--- src/rtl/sd_cmd_phy.sv ---
// sd_cmd_phy -- SD card CMD line serializer / response deserializer.
//
// Sends one 48-bit command frame (start, transmission, index, argument,
// CRC7, end) MSB first on the CMD line. When a response is expected, it
// waits for the card's start bit and shifts in a 48-bit response, then
// checks that response's CRC7 and framing bits.
//
// Ports:
//   clock, reset           system clock; asynchronous active-high reset
//   cmd_start              one-cycle request, honoured only in IDLE
//   cmd_index, cmd_arg     command fields, latched on acceptance
//   resp_type              00 = no response, otherwise 48-bit response
//   cmd_pin_in             CMD line from the card
//   cmd_pin_out, cmd_oe    CMD line to the card and its drive enable
//   busy                   high whenever not IDLE
//   cmd_done               one-cycle completion pulse
//   resp_index, resp_arg   last received response fields
//   err_timeout/crc/frame  status of the last command, valid with cmd_done
module sd_cmd_phy (
    input  logic        clock,
    input  logic        reset,
    input  logic        cmd_start,
    input  logic [5:0]  cmd_index,
    input  logic [31:0] cmd_arg,
    input  logic [1:0]  resp_type,
    input  logic        cmd_pin_in,
    output logic        cmd_pin_out,
    output logic        cmd_oe,
    output logic        busy,
    output logic        cmd_done,
    output logic [5:0]  resp_index,
    output logic [31:0] resp_arg,
    output logic        err_timeout,
    output logic        err_crc,
    output logic        err_frame
);

    typedef enum logic [2:0] {
        S_IDLE,
        S_SEND,
        S_WAIT_RESP,
        S_RECV,
        S_DONE
    } state_t;

    // Last WAIT_RESP cycle count before giving up. The window is sized so
    // that cmd_done lands exactly 64 cycles after the transmitted end bit.
    localparam logic [5:0] WAIT_LAST = 6'd62;

    state_t      state_q, state_d;
    logic [5:0]  cnt_q, cnt_d;
    logic [39:0] tx_q, tx_d;
    logic [6:0]  crc_q, crc_d;
    logic [45:0] rx_q, rx_d;
    logic [1:0]  resp_type_q, resp_type_d;
    logic [5:0]  resp_index_q, resp_index_d;
    logic [31:0] resp_arg_q, resp_arg_d;
    logic        err_timeout_q, err_timeout_d;
    logic        err_crc_q, err_crc_d;
    logic        err_frame_q, err_frame_d;

    // One serial step of CRC7, polynomial x^7 + x^3 + 1.
    function automatic logic [6:0] crc7_step(input logic [6:0] crc, input logic b);
        logic fb;
        fb = b ^ crc[6];
        return {crc[5:0], 1'b0} ^ (fb ? 7'h09 : 7'h00);
    endfunction

    always_ff @(posedge clock or posedge reset) begin
        if (reset) begin
            state_q       <= S_IDLE;
            cnt_q         <= '0;
            tx_q          <= '0;
            crc_q         <= '0;
            rx_q          <= '0;
            resp_type_q   <= '0;
            resp_index_q  <= '0;
            resp_arg_q    <= '0;
            err_timeout_q <= 1'b0;
            err_crc_q     <= 1'b0;
            err_frame_q   <= 1'b0;
        end else begin
            state_q       <= state_d;
            cnt_q         <= cnt_d;
            tx_q          <= tx_d;
            crc_q         <= crc_d;
            rx_q          <= rx_d;
            resp_type_q   <= resp_type_d;
            resp_index_q  <= resp_index_d;
            resp_arg_q    <= resp_arg_d;
            err_timeout_q <= err_timeout_d;
            err_crc_q     <= err_crc_d;
            err_frame_q   <= err_frame_d;
        end
    end

    always_comb begin
        state_d       = state_q;
        cnt_d         = cnt_q;
        tx_d          = tx_q;
        crc_d         = crc_q;
        rx_d          = rx_q;
        resp_type_d   = resp_type_q;
        resp_index_d  = resp_index_q;
        resp_arg_d    = resp_arg_q;
        err_timeout_d = err_timeout_q;
        err_crc_d     = err_crc_q;
        err_frame_d   = err_frame_q;

        case (state_q)
            S_IDLE: begin
                if (cmd_start) begin
                    tx_d          = {1'b0, 1'b1, cmd_index, cmd_arg};
                    resp_type_d   = resp_type;
                    cnt_d         = '0;
                    crc_d         = '0;
                    err_timeout_d = 1'b0;
                    err_crc_d     = 1'b0;
                    err_frame_d   = 1'b0;
                    state_d       = S_SEND;
                end
            end
            S_SEND: begin
                cnt_d = cnt_q + 6'd1;
                if (cnt_q < 6'd40) begin
                    // Header/argument bits leave from tx_q[39] and feed the CRC.
                    tx_d  = {tx_q[38:0], 1'b0};
                    crc_d = crc7_step(crc_q, tx_q[39]);
                end else if (cnt_q < 6'd47) begin
                    // CRC bits leave from crc_q[6].
                    crc_d = {crc_q[5:0], 1'b0};
                end else begin
                    cnt_d   = '0;
                    crc_d   = '0;
                    state_d = (resp_type_q == 2'b00) ? S_DONE : S_WAIT_RESP;
                end
            end
            S_WAIT_RESP: begin
                if (!cmd_pin_in) begin
                    // The start bit is 0, so it leaves the zero CRC untouched.
                    cnt_d   = '0;
                    state_d = S_RECV;
                end else if (cnt_q == WAIT_LAST) begin
                    err_timeout_d = 1'b1;
                    state_d       = S_DONE;
                end else begin
                    cnt_d = cnt_q + 6'd1;
                end
            end
            S_RECV: begin
                cnt_d = cnt_q + 6'd1;
                if (cnt_q < 6'd46) begin
                    rx_d = {rx_q[44:0], cmd_pin_in};
                    // Bits 0..38 (transmission, index, payload) are covered by the CRC.
                    if (cnt_q < 6'd39)
                        crc_d = crc7_step(crc_q, cmd_pin_in);
                end else begin
                    // cmd_pin_in is the end bit; rx_q = {trans, index, arg, crc}.
                    resp_index_d = rx_q[44:39];
                    resp_arg_d   = rx_q[38:7];
                    err_crc_d    = (rx_q[6:0] != crc_q);
                    err_frame_d  = rx_q[45] | ~cmd_pin_in;
                    state_d      = S_DONE;
                end
            end
            S_DONE: begin
                state_d = S_IDLE;
            end
            default: begin
                state_d = S_IDLE;
            end
        endcase
    end

    // Output bit selection is combinational from state so that cmd_oe
    // follows the asynchronous reset immediately.
    always_comb begin
        cmd_pin_out = 1'b1;
        if (state_q == S_SEND) begin
            if (cnt_q < 6'd40)
                cmd_pin_out = tx_q[39];
            else if (cnt_q < 6'd47)
                cmd_pin_out = crc_q[6];
        end
    end

    assign cmd_oe      = (state_q == S_SEND);
    assign busy        = (state_q != S_IDLE);
    assign cmd_done    = (state_q == S_DONE);
    assign resp_index  = resp_index_q;
    assign resp_arg    = resp_arg_q;
    assign err_timeout = err_timeout_q;
    assign err_crc     = err_crc_q;
    assign err_frame   = err_frame_q;

endmodule

--- config.mk ---
export PLATFORM = sky130hd
export DESIGN_NAME = sd_cmd_phy
export DESIGN_NICKNAME = d
export VERILOG_FILES = /design/src/rtl/sd_cmd_phy.sv
export SDC_FILE = /design/constraint.sdc
export NUM_CORES = 1
export LEC_CHECK = 0
export ABC_AREA = 1
export ABC_CLOCK_PERIOD_IN_PS = 6900
export CORE_AREA = 2 2 131 184
export CTS_BUF_LIST = sky130_fd_sc_hd__clkbuf_4
export CTS_CLUSTER_SIZE = 12
export DETAILED_ROUTE_END_ITERATION = 10
export DIE_AREA = 0 0 133 186
export SYNTH_ARGS = -nofsm -noshare
export SYNTH_HDL_FRONTEND = slang
export SYNTH_SLANG_ARGS = --single-unit
--- constraint.sdc ---
create_clock -name clock -period 6.9 [get_ports clock]
set_input_delay 1.38 -clock clock [delete_from_list [all_inputs] [get_ports clock]]
set_output_delay 1.38 -clock clock [all_outputs]
set_load 0.05 [all_outputs]
# Word-level counts from Yosys, hierarchy flattened
# Index checks and enable logic that the tools add are counted.
# word_totals
reg_bits,145
input_bits,44
output_inout_bits,45
elab_cells,93
# classes
add_sub_neg,1
order_cmp,4
eq_ne,17
n_mux,36
n_bitwise,7
n_reduce_logical,17
# op_table
cell,n
40-bit 2-to-1 mux,2
40-bit one-hot mux with 2 select lines,1
7-bit 2-to-1 mux,5
6-bit 2-to-1 mux,5
"6-bit less-than comparator, second input constant",4
6-bit one-hot mux with 4 select lines,1
3-bit 2-to-1 mux,7
7-bit one-hot mux with 3 select lines,1
"2-bit inequality test, second input constant",8
7-bit by 4-bit bitwise XOR with 7-bit output,2
3-bit one-hot mux with 4 select lines,1
3-bit AND reduction,3
1-bit 2-to-1 mux,8
4-bit 2-to-1 mux,2
4-bit AND reduction,2
7-bit inequality test,1
"6-bit by 1-bit adder with 6-bit output, second input constant",1
"3-bit by 2-bit == test with 1-bit output, second input constant",2
"6-bit == test, second input constant",1
"3-bit inequality test, second input constant",2
1-bit one-hot mux with 2 select lines,3
2-bit AND reduction,3
2-bit nonzero test,3
3-bit nonzero test,2
other kinds (10),12

# Longest topological paths before layout
# logic_depth
depth_word,6
depth_mapped,10
depth_no_buf,10

# Worst setup path after synthesis
# No wires, ideal clock.
# synth_timing
path_kind,flip-flop to output port
from,reg cnt_q[4]
to,out cmd_pin_out
arrival_ns,1.526
t_required_ns,5.520
slack_ns,3.994
path_stages_with_launch,4
path_buffers,0
path_cell_list,dfrtp_1 -> o21ai_1 -> inv_1 -> o211ai_1
# synth_via
elab_chain_len,4
# synth_rtl
element,line_no,source
start: declaration,51,"logic [5:0] cnt_q, cnt_d;"
start signal: assignment,84,cnt_q <= cnt_d;
6-bit less-than comparator,182,else if (cnt_q < 6'd47)
1-bit 2-to-1 mux,182,
1-bit 2-to-1 mux *,180,if (cnt_q < 6'd40)
1-bit 2-to-1 mux *,179,if (state_q == S_SEND) begin
end: declaration,27,"output logic cmd_pin_out,"
# Mark *: on every way between the ends. The rest lies on a longest branch, timed or not.

# Final worst setup path
# layout_timing
from,reg state_q[2]
to,out cmd_pin_out
# layout_via
elab_chain_len,2
# layout_rtl
element,line_no,source
start: declaration,50,"state_t state_q, state_d;"
start signal: assignment,83,state_q <= state_d;
3-bit by 1-bit == test with 1-bit output,179,
1-bit 2-to-1 mux,179,
# Every way passes these cells.

==> flow_summary.json <==
{
  "status": "complete, no violations",
  "synth-async-reset-ratio": 1.00,
  "track_usage": 0.110,
  "ctsResizeCount": 0,
  "yosysUniqueCellTypes": 29,
  "cts_made_buffers": 17,
  "ir_drop_uv": 225,
  "synth_top_family_by_area": "simple AND/OR/NAND/NOR gates",
  "worst_pin_slew_ps": 830,
  "clk_pin_slew_ps": 150,
  "seq_area_frac_synth": 0.568,
  "io_pins": 89,
  "hold_buffers": 0,
  "r2r_cells": 7,
  "routabilityCongestion": 0.752,
  "grt_antenna_before_repair": 1,
  "drc": 0,
  "synth-edff-count": 0,
  "p_leak_nw": 3.46,
  "antenna_left": 0,
  "syn_nets": 777,
  "post-route-min-period_ps": 4610,
  "yosysTopAreaCell": "dfrtp_1",
  "synth_xor_area_frac": 0.0110,
  "cts_buffer_depth": 2,
  "dp.cells": 1096,
  "synthFlopType": "dfrtp_1",
  "vias": 4839,
  "hp-class": "register to register",
  "synth-compound-area-share": 0.160,
  "finClkSkew_ps": 43.4,
  "start_util": 0.277,
  "min_to": "resp_arg[12]",
  "regArea_um2": 3630,
  "synth.top_cell.area_share": 0.568,
  "avgSynthCellArea_um2": 8.75,
  "setup_viol_count_final": 0,
  "root_buffer": "clkbuf_4",
  "clk_latency_ps": 570,
  "finalCritPeriodShare": 0.669,
  "synth_fa_ha_area_frac": 0.00587,
  "multi_input_area_um2": 2200,
  "synthTopCellsByArea": "dfrtp_1 57%, nand2_1 12%, inv_1 5.8%, o21ai_0 4.9%, o21ai_1 4.9%",
  "hold_viol_final": 0,
  "grt_max_degree": 87,
  "crit_required_ps": 5520,
  "fmaxAchievable_mhz": 217,
  "viasPerCell": 4.28,
  "grt_pass1_vias": 4739,
  "cts_sinks": 145,
  "start_kind": "register",
  "crit_fanout": 77,
  "cap_violations": 0,
  "dieArea_um2": 24700,
  "crit_arrival_ps": 3230,
  "rr_endpoint": "rx_q[7]",
  "htreeDepth": 4,
  "rrSetupSlack_ps": 4610,
  "min_from": "resp_arg[12]",
  "grt_first_pass_wirelength_mm": 22.1,
  "fp.dieH_um": 186,
  "layout-drive-gt1-share": 0.0791,
  "finalSetupTns_ps": 0,
  "totalWireLength_mm": 12.7,
  "r2r-start": "cnt_q[5]",
  "crit_chain": "inv_2 -> nand2_1 -> nor2_4 -> buf_4 -> nand3_1 -> inv_1 -> o211ai_1 -> clkdlybuf4s50_1",
  "synthSimpleGateAreaFrac": 0.166,
  "synth_area_um2": 6390,
  "final_util": 0.340,
  "slowest_delay_ps": 750,
  "synthMuxAreaShare": 0,
  "syn_inst": 730,
  "cts_tree": "done",
  "ys_ff_latch": 145,
  "stdcell_count": 1130,
  "hold_depth": 2,
  "power.density_nw_per_um2": 335,
  "synth_warnings": 0,
  "drtPass1Iterations": 4,
  "n_fill_cell": 2417,
  "final_nets": 856,
  "dp_hpwl_mm": 8.38,
  "rsz0062_at_grt": "false",
  "wire_per_inst_um": 11.2,
  "maxSlewHeadroom": 0.447,
  "path_class": "register to output pin",
  "syn2layout_area_growth_pct": 22.6,
  "core.rowCount": 66,
  "die_width_um": 133,
  "core-area_um2": 23000,
  "slew_viol_final": 0,
  "io_buffers": 88,
  "dr.first_iter.drc_count": 171,
  "grt_overflow_total": 0,
  "slowest_stage": "clkdlybuf4s50_1",
  "postCtsSetupBuffers": 0,
  "cp-end-kind": "output pin"
}
[cells in the final DEF, fill, tap and decap left out, types with 6 or more instances in the layout]
cell	count
clkbuf_4	17
nor2_1	29
o21ai_1	63
nand2_1	205
dfrtp_1	145
o211ai_1	29
o211ai_2	7
o21ai_0	63
inv_1	97
nand3_1	14
inv_8	6
clkdlybuf4s50_1	88
xnor2_1	7
[worst max-delay path, delay by kind of cell (launching register included)]
kind / cells / cell delay (ps)
buf+inv: 4 / 1600
simple gates: 3 / 480
flops: 1 / 470
compound gates: 1 / 110
[where the power goes]
group          internal (mW)  switching (mW)
Combinational          0.324           0.628
Clock                  0.175           0.383
Sequential              1.03          0.0867
[final cells by class]
cell class                 count  area share
clock buffer                  17      0.0163
sequential                   145       0.463
antenna                        2    0.000639
timing repair buffer          93       0.117
multi-input combinational    449       0.280
tap                          306      0.0489
inverter                     103      0.0500
clock inverter                15      0.0235
[cell families after synthesis]
logic type      Yosys count
compound gates          174
fa+ha+maj                 3
flops                   145
buf+inv                 136
simple gates            264
xor+xnor                  8
[how the worst max path moves through the flow]
stage	start	cells after the start	endpoint
floorplan	reset	1	cnt_q[0]
global placement	state_q[2]	8	cmd_pin_out
detailed placement	state_q[2]	8	cmd_pin_out
CTS	state_q[2]	8	cmd_pin_out
global route	state_q[2]	8	cmd_pin_out
finish	state_q[2]	8	cmd_pin_out
[Yosys cell counts, types with 3 or more instances]
library cell,instances
a21oi_1,5
a21oi_2,3
buf_2,12
buf_6,5
clkbuf_1,14
dfrtp_1,145
ha_1,3
inv_1,98
inv_2,4
nand2_1,205
nand2_2,5
nand3_1,14
nand4_1,4
nor2_1,29
o211ai_1,29
o211ai_2,7
o21ai_0,63
o21ai_1,63
xnor2_1,7
[registers in the layout, summed over array words and instances (netlist names), 2 cells and up]
signal,count
crc_q,7
rx_q,46
resp_arg,32
tx_q,40
cnt_q,6
resp_index,6
state_q,3
resp_type_q,2
[through the flow]
stage	power (mW)	worst slack, ps	area, um2	hold slack, ps
6_report	2.63	2290	7840	499
5_1_grt	2.85	1970	7840	527
4_1_cts	2.67	2240	7830	505
3_5_place_dp	2.10	2900	7520	467
3_3_place_gp	2.08	2930	7520	463
2_1_floorplan	1.92	1630	6390	450
[per-layer routing]
metal | up-vias | track usage | wire, um
li1 | 2496 | - | -
met1 | 2227 | 0.141 | 6100
met2 | 102 | 0.175 | 5690
met3 | 14 | 0.0381 | 728
met4 | 0 | 0.0374 | 139
met5 | - | 0 | 0
Power figures use the tool's default switching activity.
